--- src/rtl/result_collector_if.sv ---
// Bundles the nibble input, word output FIFO handshake and status flags of
// result_collector. Build macro RESULT_COLLECTOR_CHECKSUM_EN adds word_csum.
interface result_collector_if #(
    parameter int N       = 64,
    parameter int N_width = 4
);
    localparam int CW = $clog2(N / N_width);

    logic [N_width-1:0] nib_in;
    logic               nib_valid;
    logic [N-1:0]       word_out;
    logic               word_valid;
    logic               word_ready;
    logic [CW-1:0]      nib_count;
    logic               overflow;
    logic               frag_err;
`ifdef RESULT_COLLECTOR_CHECKSUM_EN
    logic [N_width-1:0] word_csum;
`endif

    modport master (
        output nib_in, nib_valid, word_ready,
        input  word_out, word_valid, nib_count, overflow, frag_err
`ifdef RESULT_COLLECTOR_CHECKSUM_EN
        , input word_csum
`endif
    );

    modport slave (
        input  nib_in, nib_valid, word_ready,
        output word_out, word_valid, nib_count, overflow, frag_err
`ifdef RESULT_COLLECTOR_CHECKSUM_EN
        , output word_csum
`endif
    );
endinterface

--- src/rtl/result_collector.sv ---
// Reassembles N_width-bit result nibbles (slot 0 = LSBs) into N-bit words and
// queues completed words in a DEPTH-entry FIFO. A partial word that sees
// TIMEOUT consecutive idle cycles is discarded (frag_err); a word completed
// into a full FIFO without a simultaneous pop is dropped (overflow).
// Optional build macro RESULT_COLLECTOR_CHECKSUM_EN: adds word_csum, the XOR
// of all nibbles of the head word, stored next to it in the FIFO.
//
// state   | meaning
// IDLE    | no word in progress, next nibble goes to slot 0
// COLLECT | partial word held in word_acc, idle-cycle timer running
module result_collector #(
    parameter int N       = 64,
    parameter int N_width = 4,
    parameter int DEPTH   = 2,
    parameter int TIMEOUT = 8
) (
    input logic              clk,
    input logic              rst,
    result_collector_if.slave bus
);
    localparam int SLOTS = N / N_width;
    localparam int CW    = $clog2(SLOTS);
    localparam int AW    = $clog2(DEPTH);
    localparam int TW    = $clog2(TIMEOUT + 1);
    localparam logic [CW-1:0] LAST = CW'(SLOTS - 1);

    typedef enum logic {IDLE, COLLECT} state_t;

    state_t             state, state_next;
    logic [CW-1:0]      nib_count;
    logic [N-1:0]       word_acc;
    logic [N-1:0]       word_asm;
    logic [TW-1:0]      idle_cnt;
    logic               push_req;
    logic               timeout;
    logic               do_push;
    logic               do_pop;
    logic               full;
    logic               empty;
    logic [AW:0]        fill;
    logic [AW-1:0]      rd_ptr;
    logic [AW-1:0]      wr_ptr;
    logic [N-1:0]       mem [DEPTH];
    logic               overflow;
    logic               frag_err;
`ifdef RESULT_COLLECTOR_CHECKSUM_EN
    logic [N_width-1:0] csum_acc;
    logic [N_width-1:0] csum_asm;
    logic [N_width-1:0] csum_mem [DEPTH];
`endif

    // State register.
    always_ff @(posedge clk or negedge rst) begin
        if (!rst) state <= IDLE;
        else      state <= state_next;
    end

    // Next-state: a completed word or an expired idle timer returns to IDLE.
    always_comb begin
        state_next = state;
        case (state)
            IDLE:    if (bus.nib_valid && !push_req) state_next = COLLECT;
            COLLECT: if (push_req || timeout)        state_next = IDLE;
            default: state_next = IDLE;
        endcase
    end

    // Control decode: completion of the last slot and idle timeout.
    always_comb begin
        push_req = bus.nib_valid && (nib_count == LAST);
        timeout  = (state == COLLECT) && !bus.nib_valid && (idle_cnt == '0);
    end

    // Word being built this cycle; a fresh word starts from all zeros so
    // nothing from the previous word leaks into unwritten slots.
    always_comb begin
        word_asm = (state == COLLECT) ? word_acc : '0;
        word_asm[nib_count*N_width +: N_width] = bus.nib_in;
    end

`ifdef RESULT_COLLECTOR_CHECKSUM_EN
    // Running XOR of the nibbles of the word being built.
    always_comb begin
        csum_asm = ((state == COLLECT) ? csum_acc : '0) ^ bus.nib_in;
    end
`endif

    // Slot index, partial word and idle down-counter (reloaded on each nibble).
    always_ff @(posedge clk or negedge rst) begin
        if (!rst) begin
            nib_count <= '0;
            word_acc  <= '0;
            idle_cnt  <= '0;
`ifdef RESULT_COLLECTOR_CHECKSUM_EN
            csum_acc  <= '0;
`endif
        end else if (bus.nib_valid) begin
            word_acc  <= word_asm;
            idle_cnt  <= TW'(TIMEOUT - 1);
            nib_count <= push_req ? '0 : nib_count + 1'b1;
`ifdef RESULT_COLLECTOR_CHECKSUM_EN
            csum_acc  <= csum_asm;
`endif
        end else if (timeout) begin
            nib_count <= '0;
        end else if (state == COLLECT) begin
            idle_cnt  <= idle_cnt - 1'b1;
        end
    end

    always_comb begin
        empty   = (fill == '0);
        full    = (fill == (AW+1)'(DEPTH));
        do_pop  = !empty && bus.word_ready;
        do_push = push_req && (!full || do_pop);
    end

    // FIFO pointers, occupancy and sticky error flags.
    always_ff @(posedge clk or negedge rst) begin
        if (!rst) begin
            rd_ptr   <= '0;
            wr_ptr   <= '0;
            fill     <= '0;
            overflow <= 1'b0;
            frag_err <= 1'b0;
        end else begin
            if (do_push) wr_ptr <= wr_ptr + 1'b1;
            if (do_pop)  rd_ptr <= rd_ptr + 1'b1;
            case ({do_push, do_pop})
                2'b10:   fill <= fill + 1'b1;
                2'b01:   fill <= fill - 1'b1;
                default: fill <= fill;
            endcase
            if (push_req && !do_push) overflow <= 1'b1;
            if (timeout)              frag_err <= 1'b1;
        end
    end

    // FIFO storage; contents are only visible through the occupancy mask.
    always_ff @(posedge clk) begin
        if (do_push) begin
            mem[wr_ptr] <= word_asm;
`ifdef RESULT_COLLECTOR_CHECKSUM_EN
            csum_mem[wr_ptr] <= csum_asm;
`endif
        end
    end

    assign bus.word_valid = !empty;
    assign bus.word_out   = empty ? '0 : mem[rd_ptr];
    assign bus.nib_count  = nib_count;
    assign bus.overflow   = overflow;
    assign bus.frag_err   = frag_err;
`ifdef RESULT_COLLECTOR_CHECKSUM_EN
    assign bus.word_csum  = empty ? '0 : csum_mem[rd_ptr];
`endif
endmodule

--- src/flat_wrapper.sv ---
// flat-port wrapper written by rule: the top's interface ports become plain ports
module result_collector_flat 
#(
    parameter int N       = 64,
    parameter int N_width = 4,
    parameter int DEPTH   = 2,
    parameter int TIMEOUT = 8
)
  (clk, rst, bus_nib_in, bus_nib_valid, bus_word_ready, bus_word_out, bus_word_valid, bus_nib_count, bus_overflow, bus_frag_err);
  result_collector_if #(.N(N), .N_width(N_width)) bus_i ();
  input logic clk;
  input logic rst;
  input wire logic [$bits(bus_i.nib_in)-1:0] bus_nib_in;
  input wire logic [$bits(bus_i.nib_valid)-1:0] bus_nib_valid;
  input wire logic [$bits(bus_i.word_ready)-1:0] bus_word_ready;
  output wire logic [$bits(bus_i.word_out)-1:0] bus_word_out;
  output wire logic [$bits(bus_i.word_valid)-1:0] bus_word_valid;
  output wire logic [$bits(bus_i.nib_count)-1:0] bus_nib_count;
  output wire logic [$bits(bus_i.overflow)-1:0] bus_overflow;
  output wire logic [$bits(bus_i.frag_err)-1:0] bus_frag_err;
  assign bus_i.nib_in = bus_nib_in;
  assign bus_i.nib_valid = bus_nib_valid;
  assign bus_i.word_ready = bus_word_ready;
  assign bus_word_out = bus_i.word_out;
  assign bus_word_valid = bus_i.word_valid;
  assign bus_nib_count = bus_i.nib_count;
  assign bus_overflow = bus_i.overflow;
  assign bus_frag_err = bus_i.frag_err;
  result_collector #(.N(N), .N_width(N_width), .DEPTH(DEPTH), .TIMEOUT(TIMEOUT)) u_core (.clk(clk), .rst(rst), .bus(bus_i));
endmodule
--- config.mk ---
export PLATFORM = sky130hd
export DESIGN_NAME = result_collector_flat
export DESIGN_NICKNAME = d
export VERILOG_FILES = /design/src/rtl/result_collector_if.sv /design/src/rtl/result_collector.sv /design/src/flat_wrapper.sv
export SDC_FILE = /design/constraint.sdc
export NUM_CORES = 1
export LEC_CHECK = 0
export BUFFER_PORTS_ARGS = -buffer_cell sky130_fd_sc_hd__buf_2
export CORE_MARGIN = 1
export CORE_UTILIZATION = 29
export CTS_CLUSTER_DIAMETER = 200
export CTS_CLUSTER_SIZE = 14
export DETAILED_ROUTE_END_ITERATION = 7
export GPL_TIMING_DRIVEN = 0
export MAX_ROUTING_LAYER = met4
export PLACE_DENSITY = 0.53
export SLEW_MARGIN = 25
export SYNTH_ARGS = -nofsm -noshare
export SYNTH_HDL_FRONTEND = slang
export SYNTH_SLANG_ARGS = --single-unit
--- constraint.sdc ---
create_clock -name clk -period 7.8 [get_ports clk]
set_clock_uncertainty 0.1 [all_clocks]
set_input_delay 0.78 -clock clk [delete_from_list [all_inputs] [get_ports clk]]
set_output_delay 0.78 -clock clk [all_outputs]
set_load 0.005 [all_outputs]
## After elaboration in Yosys (flattened, before gate mapping)

Memory sizes are Yosys's and may differ from the RTL's.
Cells that the tools add are included.

| storage, ports and cells | value |
|---|---|
| bits in registers | 79 |
| latch bits | 0 |
| memory bits (writable) | 128 |
| ROM bits | 0 |
| bits of input ports | 8 |
| output and inout port bits | 71 |
| logic and storage cells | 60 |
| memories | 1 |

Memories:

| memory | depth | bits a word | rd ports | clocked after memory_dff | write ports | RTL line | text |
|---|---|---|---|---|---|---|---|
| u_core.mem | 2 | 64 | 1 | 0 | 1 | result_collector.sv:43 | `logic [N-1:0] mem [DEPTH];` |

| cells by class | value |
|---|---|
| add/sub/neg operators | 7 |
| $mul | 0 |
| div/mod/pow operators | 0 |
| order comparisons | 0 |
| equal/unequal tests | 5 |
| shifts and indexed selects | 2 |
| multiplexer cells | 15 |
| bitwise operators | 1 |
| reduce and logical (&&, ||, !) cells | 20 |

Operators with widths:

| cell | number |
|---|---|
| $mux W64 | 2 |
| $bwmux W64 | 1 |
| $shift A4 B34 Y64 const A | 1 |
| $shiftx A4 B34 Y64 | 1 |
| $neg A6 Y34 | 1 |
| $mux W4 | 6 |
| $logic_and A1 B1 Y1 | 7 |
| $reduce_bool A2 Y1 | 3 |
| $logic_not A1 Y1 | 5 |
| $add A4 B1 Y4 const B | 1 |
| $eq A2 B2 Y1 const B | 2 |
| $eq A4 B4 Y1 const B | 1 |
| $logic_not A4 Y1 | 1 |
| $mux W1 | 4 |
| $pmux W2 S2 | 1 |
| $sub A4 B1 Y4 const B | 1 |
| $add A1 B1 Y1 const B | 2 |
| $add A2 B1 Y2 const B | 1 |
| $eq A2 B1 Y1 const B | 1 |
| $logic_not A2 Y1 | 1 |
| $logic_or A1 B1 Y1 | 2 |
| $ne A2 B2 Y1 const B | 1 |
| $pmux W1 S2 | 1 |
| $reduce_and A2 Y1 | 1 |
| other kinds (2) | 2 |

## Longest topological paths before layout

Gate-level depths: netlist (run 1).

| logic depth | value |
|---|---|
| depth in word-level cells | 7 |
| mapped depth | 10 |
| depth with buffers taken out | 8 |

## Least setup slack after synthesis (run 1)

No wires, ideal clock.

| timing path | value |
|---|---|
| path type | input port to flip-flop |
| start point | input port bus_nib_valid |
| end point | memory u_core.mem[0][0], enable pin |
| library setup time | 0.486 ns |
| arrival time | 3.878 ns |
| data required time | 7.214 ns |
| path slack | 3.336 ns |
| cell stages on the path | 4 |
| buffers on the path | 0 |
| path through | nand4_1 -> a21oi_1 -> inv_1 -> nor2_1 |

| between the ends | value |
|---|---|
| word-level cells in the longest chain between the ends | 4 |

Ends and longest elaborated chain:

| what | RTL line | text |
|---|---|---|
| start, declared | flat_wrapper.sv:14 | `input wire logic [$bits(bus_i.nib_valid)-1:0] bus_nib_valid;` |
| $logic_and A1 B1 Y1 | result_collector.sv:70 | `push_req = bus.nib_valid && (nib_count == LAST);` |
| $logic_and A1 B1 Y1 | result_collector.sv:115 | `do_push = push_req && (!full \|\| do_pop);` |
| $mux W1 | result_collector.sv:141 | `if (do_push) begin` |
| $mux W1 (implied by the code) | result_collector.sv:142 | `mem[wr_ptr] <= word_asm;` |
| end, declared | result_collector.sv:43 |  |

Every way passes these cells.

## Worst setup path in the final report (run 1)

| timing path | value |
|---|---|
| start point | register u_core.rd_ptr |
| end point | output port bus_word_out[23] |

| between the ends | value |
|---|---|
| word-level cells in the longest chain between the ends | 2 |

Ends and longest elaborated chain:

| what | RTL line | text |
|---|---|---|
| start, declared | result_collector.sv:41 | `logic [AW-1:0] rd_ptr;` |
| start signal, assigned | result_collector.sv:128 | `if (do_pop) rd_ptr <= rd_ptr + 1'b1;` |
| $mem_v2 Z2 W64 | - |  |
| $mux W64 | result_collector.sv:150 | `assign bus.word_out = empty ? '0 : mem[rd_ptr];` |
| end, declared | flat_wrapper.sv:16 | `output wire logic [$bits(bus_i.word_out)-1:0] bus_word_out;` |

Every way passes these cells.

==> results of run 1 <==
## cell families (layout without fill, tap and decap cells)
logic type      after synthesis  in the layout  synth area share, %
compound gates              141            141                 12.1
xor+xnor                     10             10                 1.22
fa+ha+maj                     6              6                0.802
buf+inv                      54            167                 2.59
flops                       207            207                 62.2
mux                          89             89                 9.53
simple gates                219            219                 11.6
## cell usage in the layout, fill, tap and decap left out, drive strengths merged, types with 2 or more instances in the layout
master	count
a21oi	6
a22o	25
a2bb2o	2
a31oi	3
a32o	20
and2	3
and2b	3
and3	6
buf	107
clkbuf	48
dfrtp	79
edfxtp	128
ha	6
inv	11
mux2i	88
nand2	64
nand2b	7
nand3	23
nand4	3
nor2	85
nor2b	4
nor3	8
nor4	2
o211ai	17
o21a	2
o21ai	28
o2bb2ai	32
or2	2
or3	5
or3b	2
xnor2	4
xor2	6
## area by class of cell
type / count / area share (%)
sequential: 207 / 53.4
inverter: 11 / 0.379
multi-input combinational: 465 / 30.3
timing repair buffer: 82 / 4.71
buffer: 43 / 1.85
tap: 402 / 4.61
clock buffer: 30 / 4.74
clock inverter: 1 / 0.0459
## metal layers
| layer | share of wire [%] | track usage (%) | vias to the layer above | wire, um |
|---|---|---|---|---|
| met5 | 0 | - | - | 0 |
| met4 | 1.3 | 3.39 | 0 | 317 |
| met3 | 5.7 | 2.73 | 24 | 1370 |
| met2 | 46 | 24.2 | 147 | 11100 |
| met1 | 47 | 20.5 | 3079 | 11300 |
| li1 | - | - | 2927 | - |
## worst max-delay path by stage
stage | startpoint | end | slack [ns] | cells after the start
after floorplan | bus_nib_valid | u_core.mem[0][0] | 3.34 | 4
after global placement | bus_nib_valid | u_core.mem[0][26] | 1.06 | 5
after detailed placement | u_core.bus.nib_count[0] | u_core.mem[0][36] | 4.76 | 8
after CTS | u_core.rd_ptr | bus_word_out[23] | 4.43 | 5
after global routing | u_core.fill[0] | bus_word_out[4] | 4.29 | 5
final | u_core.rd_ptr | bus_word_out[23] | 4.46 | 5
## flip-flops by register name, indices dropped and copies added, names as in the netlist
signal and flops:
u_core.mem 128, u_core.wr_ptr 1, u_core.fill 2, u_core.rd_ptr 1, u_core.state 1, u_core.word_acc 64, u_core.bus.frag_err 1, u_core.bus.nib_count 4
u_core.idle_cnt 4, u_core.bus.overflow 1
## metrics by stage
| stage | power, W | hold slack [ns] | util, % | cells | area (um2) |
|---|---|---|---|---|---|
| 6_report | 0.00371 | 0.0844 | 34.5 | 1241 | 10900 |
| 5_1_grt | 0.00394 | 0.101 | 34.5 | 1241 | 10900 |
| 2_1_floorplan | 0.00239 | 0.349 | - | 726 | 9360 |
| 3_3_place_gp | 0.00290 | 0.358 | 32.4 | 1205 | 10200 |
| 3_5_place_dp | 0.00292 | 0.361 | 32.8 | 1210 | 10400 |
| 4_1_cts | 0.00376 | 0.0813 | 34.5 | 1241 | 10900 |
## report_power, final
group          internal, W  total [W]  switching [W]
sequential         0.00139    0.00148      0.0000932
combinational     0.000550    0.00139       0.000843
clock             0.000452   0.000832       0.000380
total              0.00239    0.00371        0.00132
==> results.yml, run 1 <==
clock_network:
  cts_tree: "built"
  root_buffer: "clkbuf_16"
  cts_max_path_buffers: 3
  post_cts_buffers: 0
  cts_sinks: 207
  cts_resized: 0
  cts_made_buffers: 18
  htreeDepth: 1
  ctsHoldBuffers: 0
  clock_latency_ns: 0.49
  clk_pin_slew_worst_paths_ns: 0.07
synthesis:
  avgSynthCellArea_um2: 12.9
  ys_ff_latch: 207
  synth.largest_area_cell: "edfxtp_1"
  synth_cell_types: 60
  synthArstFlopShare_pct: 38.2
  netlist_area_mm2: 0.00936
  yosysTopAreaCellShare_pct: 41.1
  synth-seq-area-share_pct: 62.2
  yosysWarnings: 0
  syn-instance-count: 726
  synth_nets: 740
  synth.most_common_cell: "edfxtp_1"
  yosys-top-cells-area: "edfxtp_1 41%, dfrtp_1 21%, mux2i_1 9.4%"
  ys_top_cells_by_count: "128 x edfxtp_1, 88 x mux2i_1, 79 x dfrtp_1, 79 x nor2_1, 64 x nand2_1"
  synthFlopType: "edfxtp_1"
  synth_edf_count: 128
critical_path:
  r2r-end: "u_core.mem[1][39]"
  cp_slowest_stage_delay_ns: 0.49
  required_ns: 6.92
  cp.arrival_ns: 2.46
  slowest_stage: "mux2i_1"
  startpoint_type: "flop"
  end_kind: "output pin"
  crit_family: "buffers and inverters"
  reg2reg_from: "u_core.bus.nib_count[0]"
  critPathBufInv: 3
  cp_max_fo: 10
  r2r.worst_path.cells: 8
  critPathKind: "reg2out"
  reg2reg_slack_ns: 4.67
  cp_common_cell: "buf_2"
  path_cells: "clkbuf_1 > buf_2 > mux2i_1 > nor2_1 > buf_2"
routing:
  vias_per_cell: 4.98
  ant_nets: 0
  vias: 6177
  first_pass_iters: 5
  drc: 0
  drt_iter0_markers: 441
  routedWlPerCell_um: 19.4
  drt-total-wl_um: 24100
run:
  drv_cap: 0
timing:
  worst_pin_slew_ns: 0.863
  max_freq_mhz: 299
  hold_viol: 0
  rsz0062_at_grt: "false"
  period_share_pct: 42.8
  setup_viol: 0
  max_slew_margin_pct: 42.5
  min_period_ns: 3.34
  maxSlewViolCount: 0
  final.setup.tns_ns: 0
  setup_slack_ns: 4.46
final_layout:
  drive_above_1_share_pct: 18.0
  register_area_mm2: 0.00582
  n_antenna_cell: 0
  fillers: 3103
  syn_to_final_growth_pct: 16.6
  multi_input_area_mm2: 0.00330
  nets: 842
floorplan:
  die_w_um: 182
  die_h_um: 182
  die-area_mm2: 0.0330
  core_area_mm2: 0.0316
  io_pins: 79
  start_util_pct: 29.6
  rows: 65
global_route:
  grt_max_degree: 47
  antenna_found_initial: 0
  grt_first_pass_wirelength_um: 37400
  grt_pass1_vias: 6231
  grt_use_total_pct: 15.3
  overflow: 0
power:
  p_leak_nw: 4.23
  power.density_mw_per_mm2: 340
  irDropWorstVdd_mv: 0.148
placement:
  hpwl_um: 17300
  dp_slack_ns: 4.76
  io_buffers: 77
  gp_congestion: 0.822
min_path:
  hp-class: "in2async"
outcome:
  status: "completed"
No activity file was read; power rests on OpenSTA's default activity.
==> run 2: changes to the inputs <==
--- a/config.mk
+++ b/config.mk
@@ -13,7 +13,7 @@
 export DETAILED_ROUTE_END_ITERATION = 7
 export GPL_TIMING_DRIVEN = 0
 export MAX_ROUTING_LAYER = met4
-export PLACE_DENSITY = 0.53
+export PLACE_DENSITY = 0.54
 export SLEW_MARGIN = 25
 export SYNTH_ARGS = -nofsm -noshare
 export SYNTH_HDL_FRONTEND = slang
==> constraint.sdc (replaced) <==
create_clock -name clk -period 2.71 [get_ports clk]
set_clock_uncertainty 0.1 [all_clocks]
set_input_delay 0.271 -clock clk [delete_from_list [all_inputs] [get_ports clk]]
set_output_delay 0.271 -clock clk [all_outputs]
set_load 0.005 [all_outputs]
==> run 2 against run 1 <==
Against the previous run: die area unchanged; cell count is 0.64% higher; setup slack lost 4.4 ns; clock power rose to 2.9 times the previous value; core utilization rose by 0.55 points; global-route usage barely moved; non-clock buffer count up 7; power increased to 2.9 times the previous value; critical path depth is the same; critical endpoint unchanged; largest power group unchanged.
==> results.yml, run 2 (synthesis results as in run 1) <==
outcome:
  status: "completed"
global_route:
  grt_pass1_vias: 6259
  overflow: 0
  grt_first_pass_wirelength_um: 37600
  grt_use_total_pct: 15.3
  antenna_found_initial: 0
  grt_max_degree: 53
routing:
  drt_iter0_markers: 526
  drt-total-wl_um: 24400
  vias: 6190
  ant_nets: 0
  vias_per_cell: 4.96
  routedWlPerCell_um: 19.5
  drc: 0
  first_pass_iters: 5
timing:
  period_share_pct: 96.2
  final.setup.tns_ns: 0
  hold_viol: 0
  rsz0062_at_grt: "true"
  setup_slack_ns: 0.103
  hold_ws_ns: 0.117
  min_period_ns: 2.61
  maxSlewViolCount: 0
  max_freq_mhz: 384
  max_slew_margin_pct: 38.7
  worst_pin_slew_ns: 0.920
  setup_viol: 0
final_layout:
  nets: 849
  layout_commonest_cell: "edfxtp_1"
  largest_reg_flops: 128
  fillers: 3108
  n_antenna_cell: 0
  final_cell_mix: "128 x edfxtp_1, 90 x buf_2, 86 x mux2i_1, 77 x nor2_1, 77 x dfrtp_1"
  syn_to_final_growth_pct: 18.4
  top_register: "u_core.mem"
  drive_above_1_share_pct: 20.9
  reg.largest.list: "u_core.mem (128), u_core.word_acc (64)"
clock_network:
  cts_made_buffers: 18
  clk_pin_slew_worst_paths_ns: 0.07
  cts_sinks: 207
  clock_latency_ns: 0.50
  htreeDepth: 1
  cts_tree: "built"
  cts_max_path_buffers: 3
  root_buffer: "clkbuf_16"
floorplan:
  start_util_pct: 29.6
  die_h_um: 182
  die_w_um: 182
  die-area_mm2: 0.0330
  io_pins: 79
  rows: 65
  core_area_mm2: 0.0316
placement:
  io_buffers: 77
  gp_congestion: 0.855
  dp_slack_ns: -0.230
  hpwl_um: 17100
power:
  irDropWorstVdd_mv: 0.430
  p_total_w: 0.0109
  p_leak_nw: 4.31
  power.density_mw_per_mm2: 983
critical_path:
  crit_family: "buffers and inverters"
  end_kind: "output pin"
  critPathKind: "reg2out"
  slowest_stage: "mux2i_2"
  startpoint_type: "flop"
  cp.arrival_ns: 2.24
  required_ns: 2.34
  cp_max_fo: 10
  path_cells: "clkbuf_2 > buf_2 > mux2i_2 > nor2_1 > buf_2"
  cp_common_cell: "buf_2"
  critPathBufInv: 3
  cp_slowest_stage_delay_ns: 0.44
min_path:
  hp-class: "in2async"
run:
  drv_cap: 0
run 2: where the power goes:
group          internal [W]  switching, W
Sequential          0.00400      0.000279
Combinational       0.00168       0.00250
Clock               0.00131       0.00113
Total               0.00698       0.00391
run 2: per-layer routing:
| layer | up-vias | track usage [%] | routed length [um] |
|---|---|---|---|
| met2 | 137 | 24.0 | 11500 |
| met1 | 3093 | 20.8 | 11400 |
| li1 | 2927 | - | - |
| met4 | 0 | 3.86 | 450 |
| met3 | 33 | 2.31 | 1100 |
| met5 | - | - | 0 |
run 2: timing repair:
action                                  4_1_cts  5_1_grt
endpoints found under the setup margin      198      179
pin swaps                                     2        5
endpoints found under the hold margin        80        0
resized for setup                            19       25
hold buffers                                  2        0
gates cloned                                  0        0
setup buffers                                 1        5
run 2: worst reg2reg max path: stages (launching register included):
cell and delay [ns]:
dfrtp_2 0.38, buf_4 0.19, inv_1 0.09, ha_1 0.33, buf_2 0.24, and2b_1 0.25
nand3_2 0.20, or3_4 0.45, a32o_1 0.27
run 2: final cells by class:
cell class,count,area (um2),share of cell area (%)
clock buffer,31,520,4.70
multi-input combinational,465,3390,30.6
inverter,11,41.3,0.373
buffer,42,213,1.92
timing repair buffer,90,587,5.30
sequential,207,5820,52.5
clock inverter,1,5.00,0.0452
tap,402,503,4.54
run 2: metrics by stage:
| stage | area, um2 | instances | utilization, % |
|---|---|---|---|
| floorplan | 9370 | 726 | - |
| global placement | 10300 | 1205 | 32.4 |
| detailed placement | 10400 | 1210 | 32.8 |
| CTS | 11000 | 1244 | 34.8 |
| global route | 11100 | 1249 | 35.0 |
| finish | 11100 | 1249 | 35.0 |
run 2: final timing paths:
check / endpoint / startpoint / slack, ns / depth (start not counted)
min in group clk: u_core.word_acc[60] / bus_nib_in[0] / 0.20 / 3
setup / recovery: bus_word_out[23] / u_core.rd_ptr / 0.10 / 5
setup reg to reg: u_core.word_acc[42] / u_core.bus.nib_count[0] / 0.11 / 8
hold reg to reg: u_core.bus.overflow / u_core.bus.overflow / 0.38 / 1
max in group asynchronous: u_core.word_acc[33] / rst / 1.82 / 3
hold / removal: u_core.wr_ptr / rst / 0.12 / 2
==> run 3: changes to the inputs <==
--- a/config.mk
+++ b/config.mk
@@ -5,6 +5,7 @@
 export SDC_FILE = /design/constraint.sdc
 export NUM_CORES = 1
 export LEC_CHECK = 0
+export ABC_AREA = 1
 export BUFFER_PORTS_ARGS = -buffer_cell sky130_fd_sc_hd__buf_2
 export CORE_MARGIN = 1
 export CORE_UTILIZATION = 29
==> run 3 against run 2 <==
Against the previous run: sequential power fell by 9.3%; critical endpoint is now u_core.mem[1][59]; global-route usage increased by 1.4 points; core utilization down 0.25 points; largest cell class unchanged; highest routed layer unchanged; hold slack got worse by 0.074 ns.
==> results.yml, run 3 <==
outcome:
  status: "completed"
final_layout:
  nets: 1174
  top_register: "u_core.mem"
  drive_above_1_share_pct: 15.5
  largest_reg_flops: 128
  reg.largest.list: "u_core.mem (128), u_core.word_acc (64)"
  finalCoreUtilization_pct: 34.8
  layout_commonest_cell: "nand2_1"
  final_cell_mix: "466 x nand2_1, 128 x edfxtp_1, 89 x buf_2, 80 x nand3_1, 78 x dfrtp_1"
  syn_to_final_growth_pct: 18.3
  fin_cells: 1618
floorplan:
  core_area_mm2: 0.0325
  io_pins: 79
  die_w_um: 183
  die_h_um: 183
  die-area_mm2: 0.0336
  rows: 66
  start_util_pct: 29.4
critical_path:
  cp.arrival_ns: 2.82
  cp_max_fo: 10
  startpoint_type: "flop"
  end_kind: "flop"
  required_ns: 2.93
  critPathKind: "reg2reg"
placement:
  hpwl_um: 18700
  gp_congestion: 0.935
  dp.cells: 1573
  io_buffers: 77
clock_network:
  clk_pin_slew_worst_paths_ns: 0.07
  cts_max_path_buffers: 3
  root_buffer: "clkbuf_16"
  cts_tree: "built"
  clock_latency_ns: 0.50
  htreeDepth: 1
  cts_sinks: 207
  cts_made_buffers: 18
global_route:
  grt_max_degree: 51
  grt_use_total_pct: 16.8
  antenna_found_initial: 4
  grt_pass1_vias: 7304
  overflow: 0
  grt_first_pass_wirelength_um: 41900
power:
  p_total_w: 0.0104
  irDropWorstVdd_mv: 0.364
  p_leak_nw: 5.23
  power.density_mw_per_mm2: 925
synthesis:
  synthFlopType: "edfxtp_1"
  yosys-top-cells-area: "edfxtp_1 40%, dfrtp_1 21%, nand2_1 18%"
  yosysWarnings: 0
  synth-seq-area-share_pct: 61.0
  synthArstFlopShare_pct: 38.2
  ys_top_cells_by_count: "466 x nand2_1, 128 x edfxtp_1, 80 x nand3_1"
  synth.largest_area_cell: "edfxtp_1"
  synth_nets: 1061
  yosysTopAreaCellShare_pct: 40.3
  ys_ff_latch: 207
  syn-instance-count: 1047
  netlist_area_mm2: 0.00954
  synth_cell_types: 33
  avgSynthCellArea_um2: 9.11
  synth_edf_count: 128
  synth.most_common_cell: "nand2_1"
min_path:
  hp-class: "in2reg"
timing:
  final.setup.tns_ns: 0
  min_period_ns: 2.60
  hold_viol: 0
  maxSlewViolCount: 0
  worst_pin_slew_ns: 1.03
  setup_viol: 0
  max_slew_margin_pct: 31.1
  period_share_pct: 95.8
  rsz0062_at_grt: "false"
  max_freq_mhz: 385
routing:
  routedWlPerCell_um: 16.7
  drt-total-wl_um: 27100
  vias: 7475
  ant_nets: 0
  first_pass_iters: 5
  drc: 0
  vias_per_cell: 4.62
  drt_iter0_markers: 546
run:
  drv_cap: 0
[run 3: changes by cell type in the layout (fill, tap and decap cells not counted), moves of 16 or more]
cell,change
inv_1,+32
o21ai_1,-16
o2bb2ai_1,-32
nand3_1,+59
nand4_1,+22
nand2_1,+402
nor2_1,-55
o211ai_1,-17
a22o_1,-25
a21oi_1,+65
mux2i_1,-86
a32o_1,-20
[run 3: metal layers]
layer  wire length, um  up-vias  global-route usage (%)
met5                 0        -                       -
met2             12100      176                    25.4
met3              1380       50                    3.20
met1             12600     3588                    22.2
met4              1010        0                    6.33
li1                  -     3661                       -
[run 3: cells by family after synthesis]
| group | share of synthesized area (%) |
|---|---|
| buf+inv | 4.76 |
| fa+ha+maj | 0.787 |
| compound gates | 4.54 |
| flops | 61.0 |
| xor+xnor | 0.367 |
| simple gates | 28.5 |
[run 3: through the flow]
stage          instance area (um2)  hold WS (ns)  worst slack (ns)
2_1_floorplan                 9550        -0.125            -0.565
3_3_place_gp                 10500         0.347             -1.95
3_5_place_dp                 10600        0.0820           -0.0899
4_1_cts                      11200        0.0282            0.0940
5_1_grt                      11300        0.0512            0.0116
6_report                     11300        0.0425             0.113
[run 3: repair_timing]
| action | CTS | global route |
|---|---|---|
| setup buffers | 0 | 8 |
| hold buffers | 1 | 0 |
| endpoints found under the setup margin | 79 | 43 |
| gates cloned | 0 | 0 |
| gates resized for setup | 9 | 13 |
| pin swaps | 0 | 2 |
| endpoints found under the hold margin | 79 | 0 |
[run 3: layout make-up]
cell class | instances | area [um2]
Clock inverter | 1 | 5.00
Fill cell | 3370 | 21200
Multi-Input combinational cell | 731 | 3300
Buffer | 55 | 269
Timing Repair Buffer | 93 | 599
Clock buffer | 31 | 520
Antenna cell | 4 | 10.0
Sequential cell | 207 | 5820
Inverter | 54 | 203
Tap cell | 442 | 553
[run 3: power by group]
group	switching (W)	leakage [nW]	internal, W
combinational	0.00281	2.74	0.00129
sequential	0.000174	2.24	0.00371
clock	0.00115	0.252	0.00131
total	0.00414	5.23	0.00630
[run 3: path summary, 6_finish.rpt]
kind	from	end	slack [ns]	depth (start not counted)
worst max-delay path	u_core.bus.nib_count[1]	u_core.mem[1][59]	0.11	8
worst min-delay path	bus_word_ready	u_core.rd_ptr	0.04	4
worst max register to register	u_core.bus.nib_count[1]	u_core.mem[1][59]	0.11	8
worst min register to register	u_core.bus.overflow	u_core.bus.overflow	0.37	1
max in group asynchronous	rst	u_core.word_acc[7]	1.82	3
min in group asynchronous	rst	u_core.idle_cnt[1]	0.12	2
[run 3: critical path, cell delays in order, from the launching register on]
cell and delay, ns:
dfrtp_1 0.47, nor3_2 0.24, ha_1 0.25, buf_2 0.19, inv_1 0.20, clkbuf_4 0.27, nand4_1 0.29, nand2_1 0.17
and2_1 0.24
